==> src/rtl/a2d_spi_resp.sv <==
`default_nettype none
// ============================================================================
// a2d_spi_resp : SPI mode-0 responder modelling an 8-channel 12-bit A2D with
//                pipelined channel selection. Optional: A2D_RESP_HIZ_EN.
// Revision     : 1.0
// ============================================================================
module a2d_spi_resp #(
  parameter int FRAME_BITS = 16,
  parameter int DATA_W     = 12,
  parameter int CH_LSB     = 11,
  parameter int RESET_CH   = 0
) (
  input  logic                clk,
  input  logic                rst_n,
  input  logic                SS_n,
  input  logic                SCLK,
  input  logic                MOSI,
  output logic                MISO,
  input  logic [8*DATA_W-1:0] ch_data,
  output logic [2:0]          chnl,
  output logic                cmd_vld,
  output logic                frame_err,
  output logic                busy
);

  localparam int             CNT_W    = $clog2(FRAME_BITS + 2);
  localparam logic [CNT_W-1:0] CNT_FULL = CNT_W'(FRAME_BITS);
  localparam logic [CNT_W-1:0] CNT_SAT  = CNT_W'(FRAME_BITS + 1);
  localparam int             PAD_W    = FRAME_BITS - DATA_W;

  typedef enum logic [0:0] {
    IDLE  = 1'b0,
    SHIFT = 1'b1
  } state_t;

  state_t                  state_q, state_d;
  logic [FRAME_BITS-1:0]   tx_q, tx_d;
  logic [FRAME_BITS-1:0]   rx_q, rx_d;
  logic [CNT_W-1:0]        cnt_q, cnt_d;
  logic [2:0]              chnl_q, chnl_d;
  logic                    cmd_vld_q, cmd_vld_d;
  logic                    frame_err_q, frame_err_d;

  logic ss_meta_q, ss_sync_q, ss_prev_q;
  logic sclk_meta_q, sclk_sync_q, sclk_prev_q;
  logic mosi_meta_q, mosi_sync_q;

  logic [DATA_W-1:0] ch_w [8];
  logic [DATA_W-1:0] sample_w;
  logic              ss_fall_w, ss_rise_w, sclk_rise_w, sclk_fall_w;

  // Sync flops reset low so a slave select still asserted after reset is not
  // mistaken for a new frame start; a resulting rise in IDLE is harmless.
  always_ff @(posedge clk or negedge rst_n) begin
    if (!rst_n) begin
      ss_meta_q   <= 1'b0;
      ss_sync_q   <= 1'b0;
      ss_prev_q   <= 1'b0;
      sclk_meta_q <= 1'b0;
      sclk_sync_q <= 1'b0;
      sclk_prev_q <= 1'b0;
      mosi_meta_q <= 1'b0;
      mosi_sync_q <= 1'b0;
    end else begin
      ss_meta_q   <= SS_n;
      ss_sync_q   <= ss_meta_q;
      ss_prev_q   <= ss_sync_q;
      sclk_meta_q <= SCLK;
      sclk_sync_q <= sclk_meta_q;
      sclk_prev_q <= sclk_sync_q;
      mosi_meta_q <= MOSI;
      mosi_sync_q <= mosi_meta_q;
    end
  end

  assign ss_fall_w   =  ss_prev_q   & ~ss_sync_q;
  assign ss_rise_w   = ~ss_prev_q   &  ss_sync_q;
  assign sclk_rise_w = ~sclk_prev_q &  sclk_sync_q;
  assign sclk_fall_w =  sclk_prev_q & ~sclk_sync_q;

  for (genvar g = 0; g < 8; g++) begin : g_ch
    assign ch_w[g] = ch_data[g*DATA_W +: DATA_W];
  end

  assign sample_w = ch_w[chnl_q];

  always_ff @(posedge clk or negedge rst_n) begin
    if (!rst_n) begin
      state_q     <= IDLE;
      tx_q        <= '0;
      rx_q        <= '0;
      cnt_q       <= '0;
      chnl_q      <= 3'(RESET_CH);
      cmd_vld_q   <= 1'b0;
      frame_err_q <= 1'b0;
    end else begin
      state_q     <= state_d;
      tx_q        <= tx_d;
      rx_q        <= rx_d;
      cnt_q       <= cnt_d;
      chnl_q      <= chnl_d;
      cmd_vld_q   <= cmd_vld_d;
      frame_err_q <= frame_err_d;
    end
  end

  always_comb begin
    state_d     = state_q;
    tx_d        = tx_q;
    rx_d        = rx_q;
    cnt_d       = cnt_q;
    chnl_d      = chnl_q;
    cmd_vld_d   = 1'b0;
    frame_err_d = 1'b0;
    case (state_q)
      IDLE: begin
        if (ss_fall_w) begin
          state_d = SHIFT;
          tx_d    = {{PAD_W{1'b0}}, sample_w};
          rx_d    = '0;
          cnt_d   = '0;
        end
      end
      SHIFT: begin
        // Frame end takes priority over any SCLK edge seen in the same clock.
        if (ss_rise_w) begin
          state_d = IDLE;
          if (cnt_q == CNT_FULL) begin
            chnl_d    = rx_q[CH_LSB+2:CH_LSB];
            cmd_vld_d = 1'b1;
          end else begin
            frame_err_d = 1'b1;
          end
        end else begin
          if (sclk_rise_w) begin
            rx_d = {rx_q[FRAME_BITS-2:0], mosi_sync_q};
            if (cnt_q != CNT_SAT) begin
              cnt_d = cnt_q + CNT_W'(1);
            end
          end
          if (sclk_fall_w) begin
            tx_d = {tx_q[FRAME_BITS-2:0], 1'b0};
          end
        end
      end
      default: state_d = IDLE;
    endcase
  end

  assign chnl      = chnl_q;
  assign cmd_vld   = cmd_vld_q;
  assign frame_err = frame_err_q;
  assign busy      = (state_q == SHIFT);

`ifdef A2D_RESP_HIZ_EN
  assign MISO = (state_q == SHIFT) ? tx_q[FRAME_BITS-1] : 1'bz;
`else
  assign MISO = (state_q == SHIFT) & tx_q[FRAME_BITS-1];
`endif

endmodule
`default_nettype wire
==> config.mk <==
export PLATFORM = sky130hd
export DESIGN_NAME = a2d_spi_resp
export DESIGN_NICKNAME = d
export VERILOG_FILES = /design/src/rtl/a2d_spi_resp.sv
export SDC_FILE = /design/constraint.sdc
export NUM_CORES = 1
export LEC_CHECK = 0
export BUFFER_PORTS_ARGS = -buffer_cell sky130_fd_sc_hd__buf_2
export CELL_PAD_IN_SITES_DETAIL_PLACEMENT = 1
export CELL_PAD_IN_SITES_GLOBAL_PLACEMENT = 1
export CORE_MARGIN = 4
export CORE_UTILIZATION = 25
export CTS_CLUSTER_DIAMETER = 120
export DETAILED_ROUTE_END_ITERATION = 7
export PLACE_DENSITY_LB_ADDON = 0.08
export SYNTH_ARGS = -nofsm -noshare
export SYNTH_HDL_FRONTEND = slang
export SYNTH_SLANG_ARGS = --single-unit
==> constraint.sdc <==
create_clock -name clk -period 1.4 [get_ports clk]
set_input_delay 0.07 -clock clk [delete_from_list [all_inputs] [get_ports clk]]
set_output_delay 0.07 -clock clk [all_outputs]
set_load 0.02 [all_outputs]
==> impl_metrics.py, run 1 <==
metrics = {
    "status": {
        "status": "finished with violations",
        "violations": "negative setup slack",
    },
    "timing": {
        "post-route-period-util_pct": 101,
        "worst_pin_slew_ns": 0.529,
        "worst_slack_ns": -0.0146,
        "slew_headroom_pct": 64.6,
        "rsz0062_at_grt": "true",
        "period_minus_slack_ns": 1.41,
        "tns_ns": -0.0237,
        "fin_skew_ns": 0.00495,
        "final_max_slew_viol_count": 0,
        "max_freq_mhz": 707,
        "setup_viol": 2,
        "hold_violations": 0,
    },
    "yosys": {
        "synthesis.instances": 296,
        "synth_area_mm2": 0.00289,
        "synth-edff-count": 0,
        "synth_flop_cell": "dfrtp_1",
        "synth-seq-area-share_pct": 42.5,
        "ys_warn_count": 0,
        "async_flop_share_pct": 100,
        "syn_avg_cell_area_um2": 9.76,
        "synth-seq-cells": 49,
        "syn_nets": 400,
        "synth_cell_type_count": 37,
    },
    "route": {
        "firstDrtPassIters": 4,
        "drc": 0,
        "met1_length_um": 4250,
        "met2_length_um": 4560,
        "dr.max_layer_used": "met4",
        "wl_per_cell_um": 16.9,
        "wl_um": 9700,
        "ant_nets": 0,
        "drt_iter0_markers": 64,
        "routed-wl-met3_um": 821,
        "via_count": 2719,
        "vias_per_cell": 4.73,
    },
    "floorplan": {
        "core_area_mm2": 0.0111,
        "initial_core_util_pct": 26.1,
        "rows": 38,
        "pin_count": 108,
        "die_x_um": 115,
        "die_area_mm2": 0.0133,
        "die_h_um": 115,
    },
    "layout": {
        "regArea_mm2": 0.00123,
        "nFillCells": 1275,
        "finish.utilization_pct": 38.8,
        "fin_area_mm2": 0.00430,
        "mostFrequentLayoutCell": "buf_2",
        "nets": 538,
        "final_cell_mix": "buf_2 (107), nand2_1 (49), dfrtp_1 (45), nand3_1 (42), mux2i_1 (41)",
        "multi_input_area_mm2": 0.00168,
        "diodes": 0,
        "area_growth_pct": 48.8,
        "drive_gt1_share_pct": 48.7,
    },
    "power_and_ir_drop": {
        "swShare_pct": 26.9,
        "power.total_w": 0.00403,
        "pwr-share-comb_pct": 22.4,
        "power.switching_w": 0.00108,
        "internal_power_w": 0.00295,
        "seq_power_share_pct": 42.3,
        "ir_drop_v": 0.000555,
        "power_leakage_nw": 1.87,
        "power_density_mw_per_mm2": 937,
        "pwr-share-clk_pct": 35.3,
    },
    "cts": {
        "cts_root_buf": "clkbuf_16",
        "clock-sinks": 49,
        "clk_pin_slew_worst_paths_ns": 0.07,
        "cts_tree": "built",
        "cts.htree.levels": 2,
        "cts_buffers": 5,
        "clk_latency_ns": 0.28,
        "clockBufferDepth": 2,
    },
    "run": {
        "max-cap-violations": 0,
    },
    "worst_setup_path": {
        "path_cells": "buf_6 > or3b_4 > nand3_1 > nand3_1",
        "crit_top_cell": "nand3_1",
        "critPathCaptureType": "flip-flop",
        "crit_type": "reg2reg",
        "critPathLaunchType": "flip-flop",
        "cp_top_family": "simple AND/OR/NAND/NOR gates",
        "cpPeakStageDelay_ns": 0.50,
        "ff2ff_setup_slack_ns": -0.01,
        "worst-path-max-fanout": 14,
        "cpMaxStageDelayCell": "or3b_4",
        "cp.arrival_ns": 1.59,
        "cp.required_ns": 1.57,
        "crit_buf_inv": 1,
    },
    "place": {
        "hpwl_um": 6660,
        "globalplace.congestion": 0.738,
        "portBuffers": 107,
        "place_area_mm2": 0.00372,
    },
    "grt": {
        "grt_pass1_wl_um": 14300,
        "grt_max_degree": 50,
        "grt_pass1_vias": 2779,
        "overflow": 0,
        "antenna_found_initial": 0,
        "track_usage_pct": 13.6,
    },
    "hold_path": {
        "hold_path_class": "in2reg",
    },
}
## through the flow
stage               setup slack, ns  hold slack (ns)  cells
floorplan                   -0.0770           -0.226    296
global placement             -0.184           0.0864    549
detailed placement           -0.175           0.0876    549
CTS                         -0.0574            0.137    566
global route                -0.0695            0.174    575
finish                      -0.0146            0.144    575
## layer usage
layer | global-route usage [%] | up-vias
met5 | 0 | -
met4 | 2.82 | 0
met3 | 2.98 | 4
met2 | 23.5 | 88
met1 | 17.6 | 1293
li1 | - | 1334
## final cells by class
type / count / area share [%]
Timing Repair Buffer: 152 / 23.9
Clock buffer: 6 / 3.23
Multi-Input combinational cell: 223 / 39.0
Inverter: 3 / 0.262
Clock inverter: 2 / 0.873
Sequential cell: 49 / 28.6
Tap cell: 140 / 4.08
## cell usage after synthesis, types with 2 or more instances
library cell	n	area, µm²
dfrtp_1	49	1230
nand2_1	49	184
nand3_1	48	240
mux2i_1	47	470
a21oi_1	12	60.1
a22oi_1	11	82.6
o21ai_1	9	45.0
buf_2	7	35.0
buf_6	6	67.6
nand3_2	6	60.1
o21ai_0	6	30.0
buf_4	5	37.5
clkbuf_1	4	15.0
ha_1	3	37.5
inv_1	3	11.3
mux2_2	3	33.8
nor2b_1	3	18.8
a31oi_1	2	12.5
and2_1	2	12.5
mux4_2	2	45.0
nor2_1	2	7.51
nor3b_2	2	25.0
## path summary, 6_finish.rpt
kind                             start  cells after the start     endpoint
setup / recovery             ss_sync_q                      4      tx_q[2]
hold / removal             ch_data[64]                      5      tx_q[4]
setup reg to reg             ss_sync_q                      4      tx_q[2]
hold reg to reg            sclk_meta_q                      0  sclk_sync_q
max in group asynchronous        rst_n                      3         busy
min in group asynchronous        rst_n                      3      rx_q[5]
## cell families after synthesis
| family | after synthesis | share of synthesized area [%] |
|---|---|---|
| buffers and inverters | 26 | 5.89 |
| DFF | 49 | 42.5 |
| AOI/OAI and AO/OA | 45 | 9.62 |
| and+or+nand+nor | 120 | 21.4 |
| muxes | 52 | 19.0 |
| xor gates and xnor gates | 1 | 0.303 |
| adders and majority gates | 3 | 1.30 |
## sequential cells by signal, summed over array words and instances, names as in the netlist, 3 cells and up
| signal | cells |
|---|---|
| chnl | 3 |
| tx_q | 16 |
| cnt_q | 5 |
| rx_q | 14 |
## tightest hold or removal path, stage by stage
cell	delay (ns)
buf_2	0.07
mux2i_1	0.05
nand2_1	0.06
nand3_1	0.06
nand3_1	0.07
## power by group through the flow
| stage | sequential, W | clock [W] | combinational, W |
|---|---|---|---|
| after floorplan | 0.00170 | 0 | 0.000400 |
| after global placement | 0.00171 | 0 | 0.000768 |
| after detailed placement | 0.00171 | 0 | 0.000782 |
| after CTS | 0.00170 | 0.00148 | 0.000836 |
| after global routing | 0.00172 | 0.00154 | 0.00100 |
| final | 0.00170 | 0.00142 | 0.000903 |
## repair_timing
action | CTS | global route
hold buffers | 4 | 0
cloned | 3 | 3
setup endpoints to repair | 35 | 38
pin swaps | 2 | 21
gates resized for setup | 20 | 34
setup buffers | 2 | 6
endpoints found under the hold margin | 52 | 0
Note: power is estimated with default switching activity, not from simulation.
==> run 2, diff against run 1 <==
Settings changed: SKIP_LAST_GASP set to 1.
==> run 2 against run 1 <==
Net effect:
- the flow still finishes with violations (negative setup slack)
- critical path type unchanged
- critical endpoint is now tx_q[11]
- worst setup slack gained 0.0079 ns
- cell area shrank 0.47%
- power shrank 0.30%
- first-iteration DRC count grew 30%
- clock-buffer cell count is the same
- maximum frequency grew 0.56%
- sequential share of layout area grew 0.13 points
- critical path depth is the same
- final cell count grew 0.17%
==> impl_metrics.py, run 2 (synthesis results as in run 1) <==
metrics = {
    "floorplan": {
        "core_area_mm2": 0.0111,
        "rows": 38,
        "die_x_um": 115,
        "initial_core_util_pct": 26.1,
        "pin_count": 108,
        "die_h_um": 115,
        "die_area_mm2": 0.0133,
    },
    "layout": {
        "largest-register": "tx_q",
        "diodes": 0,
        "fin_area_mm2": 0.00428,
        "nFillCells": 1279,
        "mostFrequentLayoutCell": "buf_2",
        "final_cell_mix": "buf_2 (107), nand2_1 (49), nand3_1 (47), dfrtp_1 (45), mux2i_1 (41)",
        "reg_top3": "tx_q (16), rx_q (14), cnt_q (5)",
        "nets": 539,
        "largest_reg_flops": 16,
        "area_growth_pct": 48.1,
        "drive_gt1_share_pct": 47.0,
        "layout.cells.non_filler": 576,
    },
    "timing": {
        "worst_pin_slew_ns": 0.513,
        "period_minus_slack_ns": 1.41,
        "whs_ns": 0.135,
        "post-route-period-util_pct": 100,
        "max_freq_mhz": 711,
        "slew_headroom_pct": 65.7,
        "rsz0062_at_grt": "true",
        "setup_viol": 3,
        "hold_violations": 0,
        "fin_skew_ns": 0.00510,
        "worst_slack_ns": -0.00666,
        "final_max_slew_viol_count": 0,
    },
    "grt": {
        "antenna_found_initial": 0,
        "overflow": 0,
        "track_usage_pct": 13.6,
        "grtUsageMet3_pct": 2.98,
        "grt_pass1_vias": 2777,
        "grt_util_met1_pct": 17.6,
        "grt_busiest_layer": "met2",
        "grt_pass1_wl_um": 14300,
        "grt_max_degree": 50,
        "use_met2_pct": 23.3,
    },
    "status": {
        "violations": "negative setup slack",
        "status": "finished with violations",
    },
    "cts": {
        "clockBufferDepth": 2,
        "clock-sinks": 49,
        "cts.htree.levels": 2,
        "clk_latency_ns": 0.29,
        "cts_tree": "built",
        "clk_pin_slew_worst_paths_ns": 0.07,
        "cts_buffers": 5,
        "cts_root_buf": "clkbuf_16",
    },
    "worst_setup_path": {
        "cp.arrival_ns": 1.63,
        "cp.required_ns": 1.63,
        "crit_type": "reg2reg",
        "worst-path-max-fanout": 8,
        "critPathCaptureType": "flip-flop",
        "critPathLaunchType": "flip-flop",
    },
    "power_and_ir_drop": {
        "ir_drop_v": 0.000555,
        "power_density_mw_per_mm2": 939,
        "power_leakage_nw": 1.87,
        "power.total_w": 0.00402,
    },
    "route": {
        "wl_um": 9700,
        "ant_nets": 0,
        "vias_per_cell": 4.74,
        "wl_per_cell_um": 16.8,
        "via_count": 2730,
        "drc": 0,
        "drt_iter0_markers": 83,
        "firstDrtPassIters": 4,
    },
    "run": {
        "max-cap-violations": 0,
    },
    "place": {
        "pre_cts_ws_ns": -0.175,
        "dp_cells": 549,
        "globalplace.congestion": 0.738,
        "hpwl_um": 6660,
        "place_area_mm2": 0.00372,
        "portBuffers": 107,
    },
    "hold_path": {
        "hold_path_class": "in2reg",
    },
}
==> run 2: cell types whose count changed in the layout (fill, tap and decap cells not counted), sizes merged <==
cell | previous run | this run
buf | 146 | 147
==> run 2: cell type report <==
| type | count | area [µm²] | share of cell area, % |
|---|---|---|---|
| sequential | 49 | 1230 | 28.8 |
| timing repair buffer | 153 | 1030 | 24.2 |
| clock buffer | 6 | 139 | 3.25 |
| tap | 140 | 175 | 4.09 |
| inverter | 3 | 11.3 | 0.263 |
| clock inverter | 2 | 37.5 | 0.877 |
| multi-input combinational | 223 | 1650 | 38.5 |
==> run 2: metrics by stage <==
| step | util (%) | setup TNS [ns] |
|---|---|---|
| 6_report | 38.6 | -0.0113 |
| 5_1_grt | 38.6 | -1.60 |
| 4_1_cts | 36.3 | -0.865 |
| 3_5_place_dp | 33.5 | -2.50 |
| 3_3_place_gp | 33.5 | -2.53 |
| 2_1_floorplan | - | -0.540 |
==> run 2: worst paths after layout <==
path | endpoint | slack (ns) | depth (start not counted) | start
min in group asynchronous | rx_q[5] | 0.30 | 3 | rst_n
hold / removal | tx_q[5] | 0.13 | 5 | ch_data[65]
setup / recovery | tx_q[11] | -0.007 | 4 | busy
hold reg to reg | sclk_sync_q | 0.35 | 0 | sclk_meta_q
max in group asynchronous | busy | 0.85 | 3 | rst_n
setup reg to reg | tx_q[11] | -0.007 | 4 | busy
==> run 2: per-layer routing <==
| layer | vias to the layer above | wire (µm) |
|---|---|---|
| li1 | 1334 | - |
| met1 | 1304 | 4210 |
| met2 | 88 | 4600 |
| met3 | 4 | 819 |
| met4 | 0 | 65 |
| met5 | - | 0 |
==> run 2: worst max-delay path: stages (launching register included) <==
cell	delay, ns
dfrtp_2	0.50
or3b_4	0.50
a21oi_1	0.15
nand3_1	0.11
nand3_2	0.08
==> run 2: report_power, final <==
group / internal, W / switching [W]
registers: 0.00158 / 0.000114
logic: 0.000465 / 0.000430
clock network: 0.000892 / 0.000531
==> run 2: timing repair <==
action,4_1_cts,5_1_grt
pin swaps,2,14
endpoints found under the setup margin,35,38
resized for setup,14,33
hold endpoints to repair,52,0
setup buffers,2,7
hold buffers,4,0
cloned,3,3
